<file path="src/rtl/mem_arb_pkg.sv">
// mem_arb_pkg: shared types and defaults for the memory port arbiter
package mem_arb_pkg;
    typedef enum logic [1:0] {IDLE, ISSUE, WAIT, DONE} arb_state_t;
    typedef enum logic {OWN_CPU, OWN_DMA} owner_t;
    localparam int MEM_LAT_DEF = 2;
    localparam int STARVE_MAX_DEF = 4;
endpackage

</file>
<file path="src/rtl/mem_port_arbiter_if.sv">
// mem_port_arbiter_if: CPU, DMA and memory-side signals of the arbiter (dma_err only with DMA_PROT_EN)
interface mem_port_arbiter_if #(
    parameter int AW = 32,
    parameter int DW = 32
) ();
    logic          cpu_req, cpu_we, cpu_ready;
    logic [AW-1:0] cpu_addr;
    logic [DW-1:0] cpu_wdata, cpu_rdata;
    logic          dma_req, dma_we, dma_ready;
    logic [AW-1:0] dma_addr;
    logic [DW-1:0] dma_wdata, dma_rdata;
    logic          mem_en, mem_we;
    logic [AW-1:0] mem_addr;
    logic [DW-1:0] mem_wdata, mem_rdata;
    logic          busy;
`ifdef DMA_PROT_EN
    logic          dma_err;
`endif
    modport slave (
        input  cpu_req, cpu_we, cpu_addr, cpu_wdata,
        output cpu_rdata, cpu_ready,
        input  dma_req, dma_we, dma_addr, dma_wdata,
        output dma_rdata, dma_ready,
        output mem_en, mem_we, mem_addr, mem_wdata,
        input  mem_rdata,
`ifdef DMA_PROT_EN
        output dma_err,
`endif
        output busy
    );
    modport master (
        output cpu_req, cpu_we, cpu_addr, cpu_wdata,
        input  cpu_rdata, cpu_ready,
        output dma_req, dma_we, dma_addr, dma_wdata,
        input  dma_rdata, dma_ready,
        input  mem_en, mem_we, mem_addr, mem_wdata,
        output mem_rdata,
`ifdef DMA_PROT_EN
        input  dma_err,
`endif
        input  busy
    );
endinterface

</file>
<file path="src/rtl/mem_arb_pick.sv">
// mem_arb_pick: CPU-priority winner selection with a starvation counter that forces DMA
module mem_arb_pick import mem_arb_pkg::*; #(
    parameter int STARVE_MAX = STARVE_MAX_DEF
) (
    input  logic   clk,
    input  logic   reset,
    input  logic   cpu_req,
    input  logic   dma_req,
    input  logic   idle,
    input  logic   grant,
    output owner_t winner
);
    localparam int SW = $clog2(STARVE_MAX + 1);
    logic [SW-1:0] starve_cnt;
    assign winner = (dma_req && (!cpu_req || starve_cnt == SW'(STARVE_MAX))) ? OWN_DMA : OWN_CPU;
    // count CPU grants that made a waiting DMA lose; clear once DMA wins or stops asking
    always_ff @(posedge clk or negedge reset) begin
        if (!reset)
            starve_cnt <= '0;
        else if (idle && (!dma_req || (grant && winner == OWN_DMA)))
            starve_cnt <= '0;
        else if (grant && starve_cnt != SW'(STARVE_MAX))
            starve_cnt <= starve_cnt + 1'b1;
    end
endmodule

</file>
<file path="src/rtl/mem_port_arbiter.sv">
// mem_port_arbiter: shares one fixed-latency memory port between CPU and DMA; DMA_PROT_EN adds DMA write protection
module mem_port_arbiter import mem_arb_pkg::*; #(
    parameter int AW = 32,
    parameter int DW = 32,
    parameter int MEM_LAT = MEM_LAT_DEF,
    parameter int STARVE_MAX = STARVE_MAX_DEF
`ifdef DMA_PROT_EN
    , parameter logic [AW-1:0] PROT_LIMIT = AW'(32'h0000_0400)
`endif
) (
    input logic                clk,
    input logic                reset,
    mem_port_arbiter_if.slave  bus
);
    localparam int WCW = $clog2(MEM_LAT + 1);
    arb_state_t    state;
    owner_t        owner, winner;
    logic          we_q, mem_en_q, mem_we_q, cpu_ready_q, dma_ready_q, busy_q;
    logic [AW-1:0] addr_q, sel_addr;
    logic [DW-1:0] wdata_q, rdata_q, sel_wdata;
    logic [WCW-1:0] wait_cnt;
    logic          idle, grant, sel_dma, sel_we, viol;
`ifdef DMA_PROT_EN
    logic          viol_q, err_q;
    assign viol = sel_dma && sel_we && sel_addr < PROT_LIMIT;
    assign bus.dma_err = err_q;
`else
    assign viol = 1'b0;
`endif
    assign idle      = state == IDLE;
    assign grant     = idle && (bus.cpu_req || bus.dma_req);
    assign sel_dma   = winner == OWN_DMA;
    assign sel_we    = sel_dma ? bus.dma_we : bus.cpu_we;
    assign sel_addr  = sel_dma ? bus.dma_addr : bus.cpu_addr;
    assign sel_wdata = sel_dma ? bus.dma_wdata : bus.cpu_wdata;
    assign bus.cpu_rdata = rdata_q;
    assign bus.dma_rdata = rdata_q;
    assign bus.cpu_ready = cpu_ready_q;
    assign bus.dma_ready = dma_ready_q;
    assign bus.mem_en    = mem_en_q;
    assign bus.mem_we    = mem_we_q;
    assign bus.mem_addr  = addr_q;
    assign bus.mem_wdata = wdata_q;
    assign bus.busy      = busy_q;
    mem_arb_pick #(.STARVE_MAX(STARVE_MAX)) u_pick (
        .clk     (clk),
        .reset   (reset),
        .cpu_req (bus.cpu_req),
        .dma_req (bus.dma_req),
        .idle    (idle),
        .grant   (grant),
        .winner  (winner)
    );
    // issue/wait/done sequencer; strobes are registered so they line up with the state they belong to
    always_ff @(posedge clk or negedge reset) begin
        if (!reset) begin
            state       <= IDLE;
            owner       <= OWN_CPU;
            we_q        <= 1'b0;
            addr_q      <= '0;
            wdata_q     <= '0;
            rdata_q     <= '0;
            wait_cnt    <= '0;
            mem_en_q    <= 1'b0;
            mem_we_q    <= 1'b0;
            cpu_ready_q <= 1'b0;
            dma_ready_q <= 1'b0;
            busy_q      <= 1'b0;
`ifdef DMA_PROT_EN
            viol_q      <= 1'b0;
            err_q       <= 1'b0;
`endif
        end else begin
            mem_en_q    <= 1'b0;
            mem_we_q    <= 1'b0;
            cpu_ready_q <= 1'b0;
            dma_ready_q <= 1'b0;
`ifdef DMA_PROT_EN
            err_q       <= 1'b0;
`endif
            case (state)
                IDLE: if (grant) begin
                    state    <= ISSUE;
                    owner    <= winner;
                    we_q     <= sel_we;
                    addr_q   <= sel_addr;
                    wdata_q  <= sel_wdata;
                    mem_en_q <= !viol;
                    mem_we_q <= sel_we && !viol;
                    busy_q   <= 1'b1;
`ifdef DMA_PROT_EN
                    viol_q   <= viol;
`endif
                end
                ISSUE: begin
                    state       <= we_q ? DONE : WAIT;
                    wait_cnt    <= WCW'(1);
                    cpu_ready_q <= we_q && owner == OWN_CPU;
                    dma_ready_q <= we_q && owner == OWN_DMA;
`ifdef DMA_PROT_EN
                    err_q       <= viol_q;
`endif
                end
                WAIT: if (wait_cnt == WCW'(MEM_LAT)) begin
                    state       <= DONE;
                    rdata_q     <= bus.mem_rdata;
                    cpu_ready_q <= owner == OWN_CPU;
                    dma_ready_q <= owner == OWN_DMA;
                end else begin
                    wait_cnt <= wait_cnt + 1'b1;
                end
                DONE: begin
                    state  <= IDLE;
                    busy_q <= 1'b0;
                end
                default: state <= IDLE;
            endcase
        end
    end
endmodule

</file>
<file path="src/flat_wrapper.sv">
// flat-port wrapper written by rule: the top's interface ports become plain ports
module mem_port_arbiter_flat import mem_arb_pkg::*;
#(
    parameter int AW = 32,
    parameter int DW = 32,
    parameter int MEM_LAT = MEM_LAT_DEF,
    parameter int STARVE_MAX = STARVE_MAX_DEF

)
  (clk, reset, bus_cpu_req, bus_cpu_we, bus_cpu_addr, bus_cpu_wdata, bus_cpu_rdata, bus_cpu_ready, bus_dma_req, bus_dma_we, bus_dma_addr, bus_dma_wdata, bus_dma_rdata, bus_dma_ready, bus_mem_en, bus_mem_we, bus_mem_addr, bus_mem_wdata, bus_mem_rdata, bus_busy);
  mem_port_arbiter_if #(.AW(AW), .DW(DW)) bus_i ();
  input logic clk;
  input logic reset;
  input wire logic [$bits(bus_i.cpu_req)-1:0] bus_cpu_req;
  input wire logic [$bits(bus_i.cpu_we)-1:0] bus_cpu_we;
  input wire logic [$bits(bus_i.cpu_addr)-1:0] bus_cpu_addr;
  input wire logic [$bits(bus_i.cpu_wdata)-1:0] bus_cpu_wdata;
  output wire logic [$bits(bus_i.cpu_rdata)-1:0] bus_cpu_rdata;
  output wire logic [$bits(bus_i.cpu_ready)-1:0] bus_cpu_ready;
  input wire logic [$bits(bus_i.dma_req)-1:0] bus_dma_req;
  input wire logic [$bits(bus_i.dma_we)-1:0] bus_dma_we;
  input wire logic [$bits(bus_i.dma_addr)-1:0] bus_dma_addr;
  input wire logic [$bits(bus_i.dma_wdata)-1:0] bus_dma_wdata;
  output wire logic [$bits(bus_i.dma_rdata)-1:0] bus_dma_rdata;
  output wire logic [$bits(bus_i.dma_ready)-1:0] bus_dma_ready;
  output wire logic [$bits(bus_i.mem_en)-1:0] bus_mem_en;
  output wire logic [$bits(bus_i.mem_we)-1:0] bus_mem_we;
  output wire logic [$bits(bus_i.mem_addr)-1:0] bus_mem_addr;
  output wire logic [$bits(bus_i.mem_wdata)-1:0] bus_mem_wdata;
  input wire logic [$bits(bus_i.mem_rdata)-1:0] bus_mem_rdata;
  output wire logic [$bits(bus_i.busy)-1:0] bus_busy;
  assign bus_i.cpu_req = bus_cpu_req;
  assign bus_i.cpu_we = bus_cpu_we;
  assign bus_i.cpu_addr = bus_cpu_addr;
  assign bus_i.cpu_wdata = bus_cpu_wdata;
  assign bus_cpu_rdata = bus_i.cpu_rdata;
  assign bus_cpu_ready = bus_i.cpu_ready;
  assign bus_i.dma_req = bus_dma_req;
  assign bus_i.dma_we = bus_dma_we;
  assign bus_i.dma_addr = bus_dma_addr;
  assign bus_i.dma_wdata = bus_dma_wdata;
  assign bus_dma_rdata = bus_i.dma_rdata;
  assign bus_dma_ready = bus_i.dma_ready;
  assign bus_mem_en = bus_i.mem_en;
  assign bus_mem_we = bus_i.mem_we;
  assign bus_mem_addr = bus_i.mem_addr;
  assign bus_mem_wdata = bus_i.mem_wdata;
  assign bus_i.mem_rdata = bus_mem_rdata;
  assign bus_busy = bus_i.busy;
  mem_port_arbiter #(.AW(AW), .DW(DW), .MEM_LAT(MEM_LAT), .STARVE_MAX(STARVE_MAX)) u_core (.clk(clk), .reset(reset), .bus(bus_i));
endmodule
</file>
<file path="config.mk">
export PLATFORM = sky130hd
export DESIGN_NAME = mem_port_arbiter_flat
export DESIGN_NICKNAME = d
export VERILOG_FILES = /design/src/rtl/mem_arb_pkg.sv /design/src/rtl/mem_port_arbiter_if.sv /design/src/rtl/mem_arb_pick.sv /design/src/rtl/mem_port_arbiter.sv /design/src/flat_wrapper.sv
export SDC_FILE = /design/constraint.sdc
export NUM_CORES = 1
export LEC_CHECK = 0
export CORE_MARGIN = 5
export CORE_UTILIZATION = 25
export CTS_CLUSTER_SIZE = 40
export DETAILED_ROUTE_END_ITERATION = 16
export GPL_ROUTABILITY_DRIVEN = 0
export GPL_TIMING_DRIVEN = 1
export PLACE_DENSITY = 0.66
export SETUP_SLACK_MARGIN = 0.1
export SLEW_MARGIN = 20
export SYNTH_ARGS = -nofsm -noshare
export SYNTH_HDL_FRONTEND = slang
export SYNTH_HIERARCHICAL = 1
export SYNTH_SLANG_ARGS = --single-unit
export TNS_END_PERCENT = 5
</file>
<file path="constraint.sdc">
create_clock -name clk -period 3.5 [get_ports clk]
set_input_delay 0.875 -clock clk [delete_from_list [all_inputs] [get_ports clk]]
set_output_delay 0.875 -clock clk [all_outputs]
set_load 0.03 [all_outputs]
</file>
==> impl_metrics.ini, run 1 <==
[run_status]
status = complete, no violations

[worst_hold_path]
holdPathEnd = u_core/bus.mem_addr[25]
hp-start = u_core/bus.mem_addr[25]
holdPathStages = 2
hold_path.class = reg -> reg

[power_and_ir_drop]
sw_frac_of_total_pct = 43.0
p_int_mw = 4.59
p_leak_nw = 3.71
p_clk_share_pct = 13.8
ir_worst_vdd_v = 0.000346
p_per_area_nw_per_um2 = 941
switching_power_mw = 3.47
pwr-share-seq_pct = 28.4
pwr-share-comb_pct = 57.7

[sta]
maxSlewViolCount = 0
finalClockSkew_ps = 12.0
finalWorstSetupSlack_ps = 1130
slew-limit-headroom_pct = 57.7
rsz0062_at_grt = no
tns_ps = 0
max_freq_mhz = 423
min_period_ps = 2370
period_share_pct = 67.6
finalSetupViolations = 0
worst_pin_slew_ps = 634
hold_violations = 0

[floorplanning]
num_rows = 53
die_y_um = 155
core_sq_um = 20900
die_w_um = 155
dieArea_sq_um = 24000
initial_core_util_pct = 25.2
io_pins = 299

[finish]
final_util_pct = 41.0
final_cells = 985
drive_above_1_share_pct = 8.59
n_antenna_cell = 0
area_delta_synth_final_pct = 63.0
final_nets = 879

[cts]
holdBufCountCts = 0
cts_resized = 0
cts_tree = yes
htree_levels = 3
clk_pin_slew_ps = 70
numCtsBuffers = 9
clock-sinks = 110
cts-root-buf = clkbuf_16
clockBufferDepth = 2
post-cts-setup-buffer-count = 0
clock_latency_ps = 350

[setup_path]
crit_chain = clkdlybuf4s50_1
cp_slowest_cell = clkdlybuf4s50_1
cp-end-kind = primary output
crit_arrival_ps = 1490
r2r_end = u_core/bus.mem_wdata[1]
crit_buf_inv = 1
crit_path_start_kind = register
critPathMaxStageDelay_ps = 800
r2r_setup_slack_ps = 1570
reg2regPathDepth = 7
critical_path_class = reg -> out
crit_family = buffers and inverters
cp_max_fo = 2
regToRegStartpoint = u_core/u_pick/starve_cnt[0]
critPathRequiredTime_ps = 2620

[global_routing]
grt_pass1_wl_mm = 23.1
antenna_found_initial = 0
grt_usage_pct = 12.2
grt_pass1_vias = 4082
grt_start_max_net_pins = 81
grt.overflow.total = 0

[routing]
vias_per_cell = 4.14
wl_mm = 15.0
routedWlPerCell_um = 15.2
drt-initial-drc-count = 96
num_vias = 4075
route.detailed.drc = 0
firstDrtPassIters = 4
postRouteAntennaNets = 0

[synth]
ys_seq_area_share_pct = 52.4
ys_ff_latch = 110
synth_nets = 621
netlist_area_sq_um = 5260
synth_top_area_share_pct = 52.4
synth_cell_type_count = 30
synth_cells = 447
yosysWarnings = 6
syn_avg_cell_area_sq_um = 11.8
yosysTopAreaCell = dfrtp_1
ys_top_cells_by_area = dfrtp_1 52%, mux2i_1 13%, mux2_4 8.0%, o21ai_1 6.1%, buf_4 5.7%

[place]
port_buffers = 298
dp_cells = 969
place_ws_ps = 827
hpwl_mm = 11.7

[run]
cap_violations = 0
## state kept, by name, indices dropped and copies added, names as in the netlist
register	flops
u_core/bus.cpu_ready	1
u_core/owner	1
u_core/bus.mem_we	1
u_core/bus.mem_en	1
u_core/we_q	1
u_core/bus.mem_wdata	32
u_core/u_pick/starve_cnt	3
u_core/bus.busy	1
u_core/state	2
u_core/wait_cnt	2
u_core/bus.dma_ready	1
u_core/bus.cpu_rdata	32
u_core/bus.mem_addr	32
## how the worst max path moves through the flow
stage	startpoint	depth (start not counted)	slack, ps	to
floorplan	bus_dma_req	7	1570	u_core/u_pick/starve_cnt[1]
global placement	bus_dma_req	5	870	u_core/bus.mem_wdata[13]
detailed placement	bus_dma_req	5	830	u_core/bus.mem_wdata[1]
CTS	u_core/bus.mem_wdata[20]	1	1050	bus_mem_wdata[20]
global route	u_core/bus.mem_wdata[20]	1	1010	bus_mem_wdata[20]
finish	u_core/bus.mem_wdata[20]	1	1130	bus_mem_wdata[20]
## layout make-up
| cell class | count | area [sq um] |
|---|---|---|
| multi-input combinational | 272 | 2060 |
| clock inverter | 6 | 91.3 |
| inverter | 8 | 30.0 |
| clock buffer | 10 | 229 |
| fill | 2086 | 12300 |
| timing repair buffer | 304 | 3060 |
| tap | 275 | 344 |
| sequential | 110 | 2750 |
## logic make-up after synthesis
logic type / after synthesis / share of synthesized area, %
buf+inv: 65 / 8.86
xor+xnor: 1 / 0.167
compound gates: 80 / 8.38
fa+ha+maj: 8 / 1.90
simple gates: 82 / 6.28
mux: 101 / 22.0
flops: 110 / 52.4
## metrics by stage
| step | total power [mW] | hold WS, ps | instance area [sq um] |
|---|---|---|---|
| 2_1_floorplan | 5.26 | 457 | 5260 |
| 3_3_place_gp | 6.97 | 465 | 8250 |
| 3_5_place_dp | 7.03 | 474 | 8250 |
| 4_1_cts | 8.20 | 490 | 8570 |
| 5_1_grt | 8.55 | 511 | 8570 |
| 6_report | 8.06 | 484 | 8570 |
## power groups by stage
| stage | logic (mW) | registers, mW | clock network [mW] |
|---|---|---|---|
| after global placement | 4.68 | 2.30 | 0 |
| final | 4.65 | 2.29 | 1.12 |
| after CTS | 4.72 | 2.30 | 1.18 |
| after floorplan | 1.88 | 3.38 | 0 |
| after global routing | 4.94 | 2.39 | 1.22 |
| after detailed placement | 4.71 | 2.32 | 0 |
## synth_stat cells, drive strengths merged
cell	count
a21boi	3
a21o	1
a21oi	4
a22o	1
a311oi	1
a31oi	1
and4b	1
buf	52
clkbuf	5
dfrtp	110
ha	8
inv	8
mux2	34
mux2i	67
nand2	71
nand2b	2
nor2	6
nor2b	1
nor3	1
o21ai	68
o22a	1
xnor2	1
## layout by cell type (no fill, tap or decap)
cell type        Yosys  layout
a21boi_2             2       2
a21boi_4             0       1
a21o_1               1       1
a21oi_1              4       4
a22o_1               1       1
a311oi_2             1       1
a31oi_1              1       1
and4b_1              1       1
buf_12               0       3
buf_4               40       4
bufinv_16            0       2
clkbuf_1             5       1
clkbuf_16            0       9
clkdlybuf4s50_1      0     297
clkinv_2             0       1
clkinv_4             0       1
dfrtp_1            110     110
ha_1                 8       8
inv_1                8       8
inv_6                0       2
mux2_1               1       1
mux2_2               5       5
mux2_4              28      28
mux2i_1             67      67
nand2_1             70      70
nand2_4              1       1
nand2b_1             2       2
nor2_1               6       6
nor2b_1              1       1
nor3_1               1       1
o21ai_0              3       3
o21ai_1             64      64
o21ai_4              0       1
o22a_1               1       1
xnor2_1              1       1
## routing by layer
layer  up-vias  routed length, um  track usage [%]
li1       2000                  -                -
met4         0                248             4.42
met1      1847               6150             14.6
met3        13               1740             4.95
met5         -                  0                0
met2       215               6810             19.7
Note: power is estimated with default switching activity, not from simulation.
==> inputs of run 2 (changes only) <==
Clock period 3.5 ns to 2.2 ns, I/O delays scaled along.
==> run 2 against run 1 <==
  * Power grew 58%
  * Highest routed layer unchanged
  * Critical path depth is the same
  * Worst setup slack lost 930 ps
  * Hold slack lost 360 ps
  * Flip-flop and latch count is the same
  * Clock skew shrank 1.8 ps
  * Utilization grew 0.57 points
  * Clock-buffer cell count shrank 1
  * Die area is the same
  * Sequential power grew 60%
==> impl_metrics.ini, run 2 (same netlist as run 1, synthesis figures left out) <==
[finish]
final_nets = 894
area_delta_synth_final_pct = 65.3
multiInputGateArea_sq_um = 2060
nFillCells = 2060
drive_above_1_share_pct = 10.8
layout_common_cells = 296 x clkdlybuf4s50_1, 110 x dfrtp_1, 70 x nand2_1, 67 x mux2i_1, 64 x o21ai_1
n_antenna_cell = 0
final_common_cell = clkdlybuf4s50_1
regArea_sq_um = 2750
fin_area_sq_um = 8690

[routing]
vias_per_cell = 4.19
num_vias = 4190
wl_mm = 15.4
routedWlPerCell_um = 15.4
postRouteAntennaNets = 0
firstDrtPassIters = 3
route.detailed.drc = 0
drt-initial-drc-count = 136

[global_routing]
grt_usage_pct = 12.8
antenna_found_initial = 0
grt_pass1_wl_mm = 24.1
grt_pass1_vias = 4435
grt.overflow.total = 0
grt_start_max_net_pins = 62

[sta]
rsz0062_at_grt = no
finalClockSkew_ps = 10.2
finalWorstSetupSlack_ps = 202
period_share_pct = 90.8
finalSetupViolations = 0
slew-limit-headroom_pct = 72.2
min_period_ps = 2000
maxSlewViolCount = 0
worst_pin_slew_ps = 417
max_freq_mhz = 500
hold_violations = 0

[floorplanning]
die_w_um = 155
dieArea_sq_um = 24000
core_sq_um = 20900
die_y_um = 155
initial_core_util_pct = 25.2
io_pins = 299
num_rows = 53

[power_and_ir_drop]
p_leak_nw = 3.78
p_per_area_nw_per_um2 = 1470
ir_worst_vdd_v = 0.000611

[place]
place_ws_ps = -23.2
hpwl_mm = 12.4
port_buffers = 298
placed_area_sq_um = 8410

[setup_path]
reg2regPathDepth = 7
r2r_setup_slack_ps = 360
cp.depth = 1
crit_arrival_ps = 1450
cp_slowest_cell = clkdlybuf4s50_1
startpoint = u_core/bus.cpu_rdata[11]
crit_family = buffers and inverters
cp-end-kind = primary output
critPathMaxStageDelay_ps = 720
endpoint = bus_dma_rdata[11]
r2r_end = u_core/u_pick/starve_cnt[2]
regToRegStartpoint = u_core/state[0]
crit_buf_inv = 1
crit_chain = clkdlybuf4s50_1
critical_path_class = reg -> out
critPathRequiredTime_ps = 1650
crit_path_start_kind = register
cp_max_fo = 3

[cts]
clock-sinks = 110
numCtsBuffers = 9
cts-root-buf = clkbuf_16
holdBufCountCts = 0
clk_pin_slew_ps = 80
htree_levels = 3
clock_latency_ps = 350
post-cts-setup-buffer-count = 0
cts_resized = 0
cts_tree = yes
clockBufferDepth = 2

[worst_hold_path]
hold_path.class = in -> async

[run_status]
status = complete, no violations

[run]
cap_violations = 0
## run 2: cell count changes in the layout (fill, tap and decap cells not counted), sizes merged
cell           before  now
inv                10   11
clkinvlp            0    1
clkdlybuf4s50     297  296
clkinv              2    3
buf                 7   23
clkbuf             10    9
bufinv              2    0
## run 2: area by class of cell
| class | count | share of cell area [%] |
|---|---|---|
| sequential | 110 | 31.7 |
| timing repair buffer | 319 | 37.1 |
| multi-input combinational | 272 | 23.7 |
| clock inverter | 7 | 0.634 |
| clock buffer | 9 | 2.59 |
| tap | 275 | 3.96 |
| inverter | 8 | 0.346 |
## run 2: power by group
part	switching (mW)	internal, mW	total (mW)
combinational	4.13	3.38	7.51
clock	0.791	0.784	1.58
sequential	0.652	3.01	3.66
## run 2: worst min-delay path by stage
| stage | startpoint | endpoint | slack [ps] |
|---|---|---|---|
| floorplan | reset | u_core/bus.busy | 250 |
| global placement | u_core/bus.mem_addr[20] | u_core/bus.mem_addr[20] | 470 |
| global route | reset | u_core/bus.mem_addr[1] | 130 |
| finish | reset | u_core/bus.mem_addr[1] | 120 |
| detailed placement | u_core/bus.mem_addr[25] | u_core/bus.mem_addr[25] | 470 |
| CTS | reset | u_core/bus.mem_addr[1] | 120 |
## run 2: layer usage
layer  vias to the layer above  routed length (um)  GRT usage [%]
met3                        15                1700           5.09
met4                         0                 274           4.63
met2                       216                7120           21.1
met1                      1927                6320           15.0
li1                       2032                   -              -
met5                         -                   0              0
## run 2: through the flow
stage	util [%]	std cells	TNS [ps]	hold WS (ps)	power, mW
final	41.6	1000	0	121	12.7
after global routing	41.6	1000	0	133	13.5
after detailed placement	40.2	984	-32.9	474	11.3
after global placement	40.2	984	0	465	11.2
after floorplan	-	447	0	254	8.36
after CTS	41.6	1000	0	120	13.0
